==> config.mk <==
export PLATFORM = sky130hd
export DESIGN_NAME = sdu_uart_tx
export DESIGN_NICKNAME = d
export VERILOG_FILES = /design/src/rtl/sdu_uart_tx.sv
export SDC_FILE = /design/constraint.sdc
export NUM_CORES = 1
export LEC_CHECK = 0
export ABC_AREA = 0
export CAP_MARGIN = 30
export CORE_MARGIN = 4
export CORE_UTILIZATION = 39
export CTS_CLUSTER_DIAMETER = 150
export CTS_CLUSTER_SIZE = 12
export DETAILED_ROUTE_END_ITERATION = 16
export SYNTH_ARGS = -nofsm -noshare
export SYNTH_HDL_FRONTEND = slang
export SYNTH_SLANG_ARGS = --single-unit
==> constraint.sdc <==
create_clock -name clk -period 4.3 [get_ports clk]
set_input_delay 1.075 -clock clk [delete_from_list [all_inputs] [get_ports clk]]
set_output_delay 1.075 -clock clk [all_outputs]
set_load 0.02 [all_outputs]
==> src/rtl/sdu_uart_tx.sv <==
// sdu_uart_tx
//
// Host-side UART transmitter for the SDU debug link. A small byte FIFO buffers
// command bytes from a producer. The FIFO is drained into 8N1 frames, sent LSB
// first, on a serial line that feeds the SDU's rxd input. The block runs in the
// SDU baud clock domain, with CLK_DIV clock cycles per serial bit.
//
// Parameters:
//   CLK_DIV     clock cycles per serial bit (2..65535)
//   FIFO_DEPTH  byte FIFO depth, power of two (2..256)
//
// Ports:
//   clk       block clock (SDU baud clock)
//   rst       asynchronous, active-high reset
//   din       byte to transmit
//   din_vld   producer strobe; a byte is accepted on an edge with din_vld && din_rdy
//   din_rdy   FIFO not full (combinational from fifo_cnt)
//   txd       registered serial output, idle-high
//   busy      a frame is on the line or the FIFO holds data
//   fifo_cnt  current FIFO occupancy
module sdu_uart_tx #(
  parameter int unsigned CLK_DIV    = 16,
  parameter int unsigned FIFO_DEPTH = 16
) (
  input  logic                          clk,
  input  logic                          rst,
  input  logic [7:0]                    din,
  input  logic                          din_vld,
  output logic                          din_rdy,
  output logic                          txd,
  output logic                          busy,
  output logic [$clog2(FIFO_DEPTH):0]   fifo_cnt
);

  localparam int unsigned AW = $clog2(FIFO_DEPTH);
  localparam int unsigned BW = (CLK_DIV > 1) ? $clog2(CLK_DIV) : 1;

  localparam logic [BW-1:0] BCNT_LAST = BW'(CLK_DIV - 1);
  localparam logic [AW:0]   CNT_FULL  = (AW + 1)'(FIFO_DEPTH);

  typedef enum logic [1:0] {
    IDLE,
    START,
    DATA,
    STOP
  } state_t;

  state_t state;

  // The pointers are one bit wider than the address, so that a full FIFO and
  // an empty FIFO give different pointer differences.
  logic [AW:0]   wptr;
  logic [AW:0]   rptr;
  logic [7:0]    mem [FIFO_DEPTH];

  logic [BW-1:0] bcnt;
  logic [2:0]    bit_idx;
  logic [7:0]    sh;

  logic          push;
  logic          pop;
  logic          bit_end;
  logic          fifo_nonempty;

  assign fifo_cnt      = wptr - rptr;
  assign fifo_nonempty = (fifo_cnt != '0);
  assign din_rdy       = (fifo_cnt != CNT_FULL);
  assign push          = din_vld && din_rdy;
  assign bit_end       = (bcnt == BCNT_LAST);
  assign busy          = (state != IDLE) || fifo_nonempty;

  // The FSM takes the head byte when it leaves IDLE, or at the end of a stop
  // bit, so that back-to-back frames follow each other with no idle gap.
  always_comb begin
    pop = 1'b0;
    if (fifo_nonempty) begin
      if (state == IDLE) begin
        pop = 1'b1;
      end else if ((state == STOP) && bit_end) begin
        pop = 1'b1;
      end
    end
  end

  // FIFO pointers
  always_ff @(posedge clk or posedge rst) begin
    if (rst) begin
      wptr <= '0;
      rptr <= '0;
    end else begin
      if (push) begin
        wptr <= wptr + 1'b1;
      end
      if (pop) begin
        rptr <= rptr + 1'b1;
      end
    end
  end

  // FIFO storage; it is not reset, because occupancy is tracked by the pointers.
  always_ff @(posedge clk) begin
    if (push) begin
      mem[wptr[AW-1:0]] <= din;
    end
  end

  // Framing FSM. txd is registered from the current state and sh, so the line
  // lags the state by one cycle and every bit still lasts CLK_DIV cycles.
  always_ff @(posedge clk or posedge rst) begin
    if (rst) begin
      state   <= IDLE;
      bcnt    <= '0;
      bit_idx <= '0;
      sh      <= '0;
      txd     <= 1'b1;
    end else begin
      case (state)
        IDLE: begin
          txd <= 1'b1;
          if (pop) begin
            sh    <= mem[rptr[AW-1:0]];
            bcnt  <= '0;
            state <= START;
          end
        end

        START: begin
          txd <= 1'b0;
          if (bit_end) begin
            bcnt    <= '0;
            bit_idx <= '0;
            state   <= DATA;
          end else begin
            bcnt <= bcnt + 1'b1;
          end
        end

        DATA: begin
          txd <= sh[0];
          if (bit_end) begin
            bcnt <= '0;
            sh   <= {1'b0, sh[7:1]};
            if (bit_idx == 3'd7) begin
              state <= STOP;
            end else begin
              bit_idx <= bit_idx + 1'b1;
            end
          end else begin
            bcnt <= bcnt + 1'b1;
          end
        end

        STOP: begin
          txd <= 1'b1;
          if (bit_end) begin
            bcnt <= '0;
            if (pop) begin
              sh    <= mem[rptr[AW-1:0]];
              state <= START;
            end else begin
              state <= IDLE;
            end
          end else begin
            bcnt <= bcnt + 1'b1;
          end
        end

        default: begin
          txd   <= 1'b1;
          state <= IDLE;
        end
      endcase
    end
  end

endmodule

==> results of run 1 <==
cell families (layout without fill, tap and decap cells):
family	count (synthesis)	in the layout	synth area share
AO/OA/AOI/OAI	69	69	0.0698
XOR/XNOR	12	12	0.0177
adder cells (fa/ha/maj)	18	18	0.0342
buffers and inverters	35	77	0.0232
flip-flops	156	156	0.669
multiplexers	67	67	0.134
AND/OR/NAND/NOR	66	66	0.0523
how the worst min path moves through the flow:
stage | startpoint | to | depth (start not counted) | slack [ns]
after floorplan | rptr[4] | rptr[4] | 1 | 0.46
after global placement | wptr[4] | wptr[4] | 1 | 0.49
after detailed placement | rptr[4] | rptr[4] | 1 | 0.49
after CTS | rptr[4] | rptr[4] | 1 | 0.50
after global routing | rptr[4] | rptr[4] | 1 | 0.52
final | rptr[4] | rptr[4] | 1 | 0.49
power groups by stage:
stage	sequential, mW	clock, mW	combinational, mW
after floorplan	2.04	0	1.71
after global placement	2.06	0	2.33
after detailed placement	2.08	0	2.38
after CTS	2.05	1.50	2.46
after global routing	2.07	1.58	2.69
final	2.05	1.48	2.47
cells in the mapped netlist (9+ instances only):
cell and count:
edfxtp_1 128, mux2i_1 40, nor2_1 10, a21oi_1 15, nand2_1 17, buf_2 9
and3_1 15, dfrtp_1 27, inv_1 15, mux4_2 16, o21ai_0 13, ha_1 17
a22oi_1 12
flip-flops by register name (all words and copies together) (netlist names):
name,cells
txd,1
bcnt,4
state,2
wptr,5
mem,128
rptr,5
bit_idx,3
sh,8
through the flow:
stage          hold WS (ns)  utilization  instance area (µm²)  total power [mW]  std cells
6_report              0.494        0.457                 7860              6.00        690
5_1_grt               0.517        0.457                 7860              6.34        690
4_1_cts               0.496        0.455                 7820              6.01        689
3_5_place_dp          0.485        0.420                 7210              4.46        654
3_3_place_gp          0.486        0.420                 7210              4.39        654
2_1_floorplan         0.461            -                 6800              3.75        423
cell usage in the layout, fill, tap and decap left out, drive strengths merged, types with 5 or more instances in the layout:
cell type / instances
nand2: 17
buf: 11
mux4: 16
mux2i: 40
dfrtp: 27
xnor2: 7
ha: 17
edfxtp: 128
a21oi: 15
a32oi: 7
inv: 17
nor2: 10
xor2: 5
clkdlybuf4s50: 16
mux2: 11
a22oi: 12
nor2b: 8
and3: 15
o21ai: 13
clkinv: 7
clkbuf: 19
layer usage:
metal / GRT usage / wire (µm)
met5: 0 / 0
met1: 0.195 / 6040
met2: 0.254 / 7300
met3: 0.0277 / 556
met4: 0.0643 / 345
cell type report:
cell class	instances	share of cell area
clock buffer	19	0.0551
timing repair buffer	29	0.0366
tap	225	0.0358
sequential	156	0.579
multi-input combinational	232	0.267
clock inverter	13	0.0190
inverter	16	0.00764
repair_timing:
item                                    CTS  global route
buffers inserted                          3             0
resized for setup                         0             4
pin swaps                                 1             0
endpoints found under the setup margin    1             2
==> results.md, run 1 <==
* Share of post-route cells with drive strength above 1 at 0.166
* Status: completed
* Yosys top cell area share at 0.566
* Part of the power in registers at 0.341
* Clock Latency Late Sink at 0.42 ns
* Worst-path fanout max at 4
* RSZ-0062 raised after global routing: false
* I/O pins at 19
* Via count at 3693
* P_sw at 2.11 mW
* Die Area at 0.0196 mm²
* Syn avg cell area at 16.1 µm²
* Seq/Total Area, Yosys at 0.669
* Placer Congestion at 0.817
* Starting density of the core at 0.396
* Worst setup startpoint: wptr[0]
* Crit path buf inv count at 3
* Comb pwr share at 0.412
* Drt initial violations at 296
* Max-slew violations at 0
* CP Capture Point: fifo_cnt[4]
* Worst-path clk slew at 0.06 ns
* Root buffer cell: clkbuf_16
* Max-cap violations at 0
* Fmax at 255 MHz
* Period minus WS final at 3.92 ns
* Pre-CTS setup slack at 0.368 ns
* Reg2reg end: mem[10][2]
* EDFF count, synth at 128
* Hold buffers post-CTS at 0
* Final setup viols at 0
* Final TNS setup at 0 ns
* WP data arrival at 2.85 ns
* Global-route wire length before repair at 22400 µm
* Hpwl dp at 9210 µm
* Sw frac at 0.351
* Synthesized area at 0.00680 mm²
* Cell repeated most along the worst path: inv_1
* Fill count at 1519
* Worst Tran Pin Value at 0.806 ns
* Clock share of power at 0.247
* Worst Clk Skew at 0.00625 ns
* Nets at 481
* Number of global-route vias before repair at 3953
* Leakage at 2.90 nW
* Via-to-Cell Ratio at 5.35
* Pre-antenna DRT Iters at 5
* CTS tree: built
* Synth Instances at 423
* Hold Vio Cnt, Final at 0
* Multi-input logic area at 0.00210 mm²
* Post-route ant nets at 0
* Worst-path cell chain: inv_1 > ha_1 > fa_1 > nand2b_1 > a21oi_2 > xor2_2 > inv_1 > clkdlybuf4s50_1
* GRT Util Overall at 0.152
* Detailed Route WL at 14200 µm
* Num CTS Buffers at 17
* Critical Path RT at 3.22 ns
* H-tree Lvls at 4
* Peak supply drop at 0.000381 V
* Crit path max-delay family: buffers and inverters
* Crit end category: output pin
* Synth warnings at 0
* # diodes at 0
* Fin crit share at 0.913
* Biggest area consumer among synthesized cells: edfxtp_1
* Antenna violations before repair at 0
* Clk sink count at 156
* # rows at 48
* Syn_nets at 452
* Worst reg-to-reg setup slack at 0.80 ns
* Core Area at 0.0172 mm²
* Worst path slowest cell: clkdlybuf4s50_1
* Min-delay worst type: register to register
* Die W at 140 µm
* Aggregate global routing overflow at 0
* Largest net degree at the start of global routing at 52
* I/O Buffers at 18
* DRC at 0
* Setup WS post-layout at 0.376 ns
* Worst-case clock buffer depth at 2
* Pint at 3.90 mW
* Leading post-synthesis cells by cell area: edfxtp_1 (57%), dfrtp_1 (9.9%), mux2i_1 (5.9%)
* Top_reg_cell synth: edfxtp_1
* Power density cells at 764 mW/mm²
* Setup CP Type: register to output pin
* Ys async rst share at 0.179
* Synth-to-Final Area Change at 15.6%
* Netlist cell types at 52
* Die height at 140 µm
* Slew headroom at 0.461
* Reg2Reg Depth at 9
* Per-cell routed wire length at 20.6 µm
* Register Area at 0.00455 mm²
* Max stage delay on crit path at 0.55 ns
* Critical path depth at 8
* Number of synthesized register bits at 156
* Reg-to-reg critical path startpoint: wptr[0]
* CP startpoint kind: register
Note: power is estimated with default switching activity, not from simulation.
==> run 2, diff against run 1 <==
Settings changed: GPL_TIMING_DRIVEN set to 0.
==> run 2 against run 1 <==
- clock skew grew 0.0024 ns
- maximum frequency shrank 3.3%
- sequential share of layout area shrank 0.32 points
- sequential power is essentially flat
- count of clock-buffer cells in the layout shrank 2
- core utilization grew 0.24 points
- via count grew 0.11%
- cell area grew 0.53%
- clock power shrank 4%
- first-iteration DRC count shrank 33%
==> results.md, run 2 (synthesized netlist as in run 1, its figures left out) <==
* I/O Buffers at 18 (unchanged)
* Aggregate global routing overflow at 0 (unchanged)
* Setup CP Type: register to output pin (unchanged)
* I/O pins at 19 (unchanged)
* Drt initial violations at 198 (was 296)
* Fmax at 246 MHz (was 255 MHz)
* Core Area at 0.0172 mm² (unchanged)
* Slew headroom at 0.406 (was 0.461)
* Tot Pwr at 5.93 mW (was 6.00 mW)
* Via-to-Cell Ratio at 5.27 (was 5.35)
* Die W at 140 µm (unchanged)
* Hold buffers post-CTS at 0 (unchanged)
* Post-route ant nets at 0 (unchanged)
* Per-cell routed wire length at 20.0 µm (was 20.6 µm)
* # rows at 48 (unchanged)
* Num CTS Buffers at 17 (unchanged)
* Status: completed (unchanged)
* Max reg flops at 128 (unchanged)
* Hold Vio Cnt, Final at 0 (unchanged)
* # diodes at 0 (unchanged)
* Worst-case clock buffer depth at 2 (unchanged)
* Worst Clk Skew at 0.00862 ns (was 0.00625 ns)
* Via count at 3697 (was 3693)
* Max-cap violations at 0 (unchanged)
* Share of post-route cells with drive strength above 1 at 0.179 (was 0.166)
* Critical Path RT at 3.22 ns (about the same)
* GRT Util Overall at 0.150 (was 0.152)
* Fin crit share at 0.944 (was 0.913)
* Period minus WS final at 4.06 ns (was 3.92 ns)
* Clock Latency Late Sink at 0.42 ns (about the same)
* Clk sink count at 156 (unchanged)
* Synth-to-Final Area Change at 16.2% (was 15.6%)
* CP startpoint kind: register (unchanged)
* Detailed Route WL at 14000 µm (was 14200 µm)
* Hpwl dp at 9640 µm (was 9210 µm)
* Die height at 140 µm (unchanged)
* Peak supply drop at 0.000347 V (was 0.000381 V)
* Cell repeated most along the worst path: inv_1 (unchanged)
* Max-slew violations at 0 (unchanged)
* Max stage delay on crit path at 0.42 ns (was 0.55 ns)
* Crit end category: output pin (unchanged)
* RSZ-0062 raised after global routing: false (unchanged)
* Root buffer cell: clkbuf_16 (unchanged)
* H-tree Lvls at 4 (unchanged)
* Starting density of the core at 0.396 (unchanged)
* Final setup viols at 0 (unchanged)
* Antenna violations before repair at 0 (unchanged)
* Worst Tran Pin Value at 0.887 ns (was 0.806 ns)
* Global-route wire length before repair at 22000 µm (was 22400 µm)
* DRC at 0 (unchanged)
* Placer Congestion at 0.788 (was 0.817)
* Min-delay worst type: register to register (unchanged)
* Commonest cells after routing, fill and taps aside: edfxtp_1 (128), mux2i_1 (40), dfrtp_1 (27) (was edfxtp_1 (128), mux2i_1 (40), dfrtp_1 (26))
* Largest net degree at the start of global routing at 20 (was 52)
* Worst path slowest cell: fa_1 (was clkdlybuf4s50_1)
* Die Area at 0.0196 mm² (unchanged)
* Worst-path clk slew at 0.06 ns (about the same)
* Worst-path fanout max at 5 (was 4)
* Leakage at 2.92 nW (was 2.90 nW)
* Worst-path cell chain: inv_1 > ha_1 > fa_1 > xnor2_2 > nor4b_4 > or2_4 > and3_1 > buf_2 > inv_1 > dlygate4sd2_1 (was inv_1 > ha_1 > fa_1 > nand2b_1 > a21oi_2 > xor2_2 > inv_1 > clkdlybuf4s50_1)
* WP data arrival at 2.98 ns (was 2.85 ns)
* Number of global-route vias before repair at 3874 (was 3953)
* Pre-antenna DRT Iters at 4 (was 5)
* Worst reg-to-reg setup slack at 0.91 ns (was 0.80 ns)
* CTS tree: built (unchanged)
* Post-DP Area at 0.00730 mm² (was 0.00721 mm²)
* Nets at 492 (was 481)
* Leading cell type in the layout, fill and taps excluded: edfxtp_1 (unchanged)
* Post-route cell area at 0.00790 mm² (was 0.00786 mm²)
* Power density cells at 751 mW/mm² (was 764 mW/mm²)
-- run 2: changes by cell type in the layout (fill, tap and decap cells not counted), moves of 2 or more --
cell and change:
clkinv_1 -2, bufinv_16 -2, buf_2 +8, inv_6 +3, clkinvlp_4 +2, buf_4 -5
clkbuf_1 +3
-- run 2: metrics by stage --
stage                     cells  TNS (ns)  hold slack, ns  setup slack [ns]   util
after floorplan             423         0           0.461             0.700      -
after global placement      666     -2.62           0.481            -0.319  0.423
after detailed placement    668    -0.715           0.483            -0.345  0.425
after CTS                   700         0           0.497            0.0677  0.458
after global routing        701         0           0.517            0.0627  0.460
final                       701         0           0.494             0.242  0.460
-- run 2: path summary, 6_finish.rpt --
path | cells past startpoint | to | startpoint
hold / removal | 1 | wptr[4] | wptr[4]
min in group asynchronous | 2 | rptr[4] | rst
setup reg to reg | 10 | mem[10][4] | wptr[0]
setup / recovery | 10 | busy | wptr[0]
hold reg to reg | 1 | wptr[4] | wptr[4]
max in group asynchronous | 3 | sh[5] | rst
-- run 2: what timing repair did --
item	in CTS	in global routing
pin swaps	2	1
setup buffers	1	0
gates cloned	0	0
resized for setup	3	4
endpoints found under the setup margin	5	1
-- run 2: power by group --
group,total [mW],switching [mW],leakage (nW),internal [mW]
clock network,1.42,0.621,0.266,0.804
registers,2.06,0.158,1.50,1.90
logic,2.45,1.38,1.15,1.07
-- run 2: layout make-up --
class / instances / area (µm²)
multi-input cells: 232 / 2110
repair buffers: 22 / 231
inverters: 16 / 60.1
plain buffers: 18 / 104
fillers: 1528 / 9280
well taps: 225 / 282
flip-flops and latches: 156 / 4550
clock buffers: 17 / 425
clock inverters: 15 / 138
-- run 2: metal layers --
layer	part of all wire	vias up	wire length (µm)	track usage
met4	0.017	0	231	0.0551
met5	0	-	0	0
met2	0.49	74	6890	0.243
met3	0.030	18	426	0.0300
met1	0.46	1879	6450	0.201
li1	-	1726	-	-
-- run 2: worst max-delay path: cells and delay by family (launching register included) --
family	cells	cell delay, ns
buffers and inverters	4	0.63
DFF	1	0.39
xor gates and xnor gates	1	0.20
adders and majority gates	2	0.67
and+or+nand+nor	3	0.67
==> run 3, diff against run 2 <==
Settings changed: CORE_UTILIZATION 39 to 55, PLACE_DENSITY set to 0.72, SLEW_MARGIN set to 25.
==> run 3 against run 2 <==
- maximum frequency shrank 0.59%
- final cell count decreased by 8.4%
- combinational power about the same
- critical endpoint unchanged
- largest power group unchanged
- largest cell class unchanged
- highest routed layer unchanged
- sequential cell count did not move
==> results.md, run 3 (synthesized netlist as in run 1, its figures left out) <==
* WP data arrival at 3.01 ns (was 2.98 ns)
* Peak supply drop at 0.000472 V (was 0.000347 V)
* Hold Vio Cnt, Final at 0 (unchanged)
* Die height at 119 µm (was 140 µm)
* Clock Latency Late Sink at 0.42 ns (about the same)
* Reg-to-reg critical path startpoint: wptr[0] (unchanged)
* Worst-path clk slew at 0.06 ns (about the same)
* Global-route wire length before repair at 21800 µm (was 22000 µm)
* Fill count at 860 (was 1528)
* Die Area at 0.0142 mm² (was 0.0196 mm²)
* Slew headroom at 0.391 (was 0.406)
* Aggregate global routing overflow at 0 (unchanged)
* CP startpoint kind: register (unchanged)
* Commonest cells after routing, fill and taps aside: edfxtp_1 (128), mux2i_1 (40), dfrtp_1 (27) (unchanged)
* Final setup viols at 0 (unchanged)
* H-tree Lvls at 4 (unchanged)
* Fmax at 245 MHz (was 246 MHz)
* Drt initial violations at 330 (was 198)
* DRC at 0 (unchanged)
* Min-delay worst type: register to register (unchanged)
* Nets at 490 (was 492)
* Via count at 3726 (was 3697)
* Worst Tran Pin Value at 0.912 ns (was 0.887 ns)
* Hpwl dp at 9110 µm (was 9640 µm)
* Finished Layout Cells at 642 (was 701)
* I/O pins at 19 (unchanged)
* Worst Clk Skew at 0.00617 ns (was 0.00862 ns)
* I/O Buffers at 18 (unchanged)
* Starting density of the core at 0.563 (was 0.396)
* Core Area at 0.0121 mm² (was 0.0172 mm²)
* GRT Util Overall at 0.208 (was 0.150)
* Pre-CTS setup slack at -0.383 ns (was -0.345 ns)
* Crit end category: output pin (unchanged)
* Register Area at 0.00455 mm² (unchanged)
* Pre-antenna DRT Iters at 4 (unchanged)
* Setup WS post-layout at 0.218 ns (was 0.242 ns)
* RSZ-0062 raised after global routing: false (unchanged)
* Largest net degree at the start of global routing at 29 (was 20)
* Per-cell routed wire length at 20.8 µm (was 20.0 µm)
* Worst setup startpoint: wptr[0] (unchanged)
* Max reg flops at 128 (unchanged)
* Multi-input logic area at 0.00212 mm² (was 0.00211 mm²)
* Share of post-route cells with drive strength above 1 at 0.173 (was 0.179)
* Num CTS Buffers at 17 (unchanged)
* Synth-to-Final Area Change at 15.7% (was 16.2%)
* Leading cell type in the layout, fill and taps excluded: edfxtp_1 (unchanged)
* Worst-case clock buffer depth at 2 (unchanged)
* Critical Path RT at 3.22 ns (about the same)
* HP Start: wptr[4] (unchanged)
* Antenna violations before repair at 0 (unchanged)
* Via-to-Cell Ratio at 5.80 (was 5.27)
* Leakage at 2.93 nW (was 2.92 nW)
* Placed cell count at 609 (was 668)
* Status: completed (unchanged)
* Worst-path fanout max at 5 (unchanged)
* Detailed Route WL at 13400 µm (was 14000 µm)
* # rows at 40 (was 48)
* Max-cap violations at 0 (unchanged)
* # diodes at 0 (unchanged)
* Die W at 119 µm (was 140 µm)
* Placer Congestion at 0.867 (was 0.788)
* Number of global-route vias before repair at 3797 (was 3874)
* Max-slew violations at 0 (unchanged)
* Setup CP Type: register to output pin (unchanged)
* CTS tree: built (unchanged)
* Clk sink count at 156 (unchanged)
* Post-route ant nets at 0 (unchanged)
* Fin crit share at 0.949 (was 0.944)
* Fin Hold WS at 0.496 ns (was 0.494 ns)
* Power density cells at 778 mW/mm² (was 751 mW/mm²)
* Root buffer cell: clkbuf_16 (unchanged)
* Period minus WS final at 4.08 ns (was 4.06 ns)
## run 3: cell types whose count changed in the layout (fill, tap and decap cells not counted)
cell | before | now
inv_1 | 15 | 14
inv_6 | 4 | 0
inv_8 | 1 | 0
a21oi_2 | 0 | 1
bufinv_16 | 1 | 5
clkbuf_1 | 5 | 9
buf_4 | 5 | 4
buf_6 | 1 | 2
clkinv_1 | 1 | 0
buf_16 | 1 | 0
clkinvlp_4 | 4 | 2
inv_2 | 1 | 2
a21oi_1 | 15 | 14
buf_8 | 1 | 0
## run 3: what timing repair did
action | 4_1_cts | 5_1_grt
endpoints found under the setup margin | 5 | 1
setup buffers | 2 | 0
pin swaps | 1 | 0
resized for setup | 4 | 3
hold buffers | 0 | 0
## run 3: per-stage QoR
step	utilization	power, mW	instance area [µm²]	TNS [ns]
final	0.652	6.12	7860	0
after floorplan	-	3.75	6800	0
after global routing	0.652	6.46	7860	0
after CTS	0.650	6.12	7850	0
after detailed placement	0.596	4.46	7190	-0.805
after global placement	0.596	4.39	7190	-1.06
## run 3: path summary, 6_finish.rpt
check,cells past startpoint,slack [ns],end
max in group asynchronous,2,2.84,sh[2]
setup reg to reg,10,0.96,mem[5][5]
hold reg to reg,1,0.50,wptr[4]
min in group asynchronous,2,1.06,wptr[4]
hold / removal,1,0.50,wptr[4]
setup / recovery,10,0.22,busy
## run 3: per-layer routing
metal / wire length (µm) / part of all wire / track usage / up-vias
li1: - / - / - / 1721
met1: 5760 / 0.43 / 0.289 / 1892
met2: 6700 / 0.50 / 0.329 / 100
met3: 739 / 0.055 / 0.0532 / 13
met4: 159 / 0.012 / 0.0601 / 0
met5: 0 / 0 / 0 / -
## run 3: layout make-up
cell class	count	area share
sequential	156	0.578
tap	168	0.0267
multi-input combinational	232	0.269
buffer	18	0.0127
clock buffer	21	0.0560
timing repair buffer	20	0.0250
inverter	16	0.00764
clock inverter	11	0.0245
## run 3: power breakdown
group          switching, mW  internal [mW]
registers              0.157           1.90
clock network          0.566           1.03
logic                   1.38           1.09
## run 3: worst max-delay path: stages (launching register included)
cell           delay (ns)
dfrtp_1              0.40
inv_1                0.12
ha_1                 0.23
fa_1                 0.42
xnor2_2              0.32
a211oi_2             0.11
or2_4                0.30
and3_1               0.17
buf_2                0.15
inv_1                0.05
dlygate4sd2_1        0.33
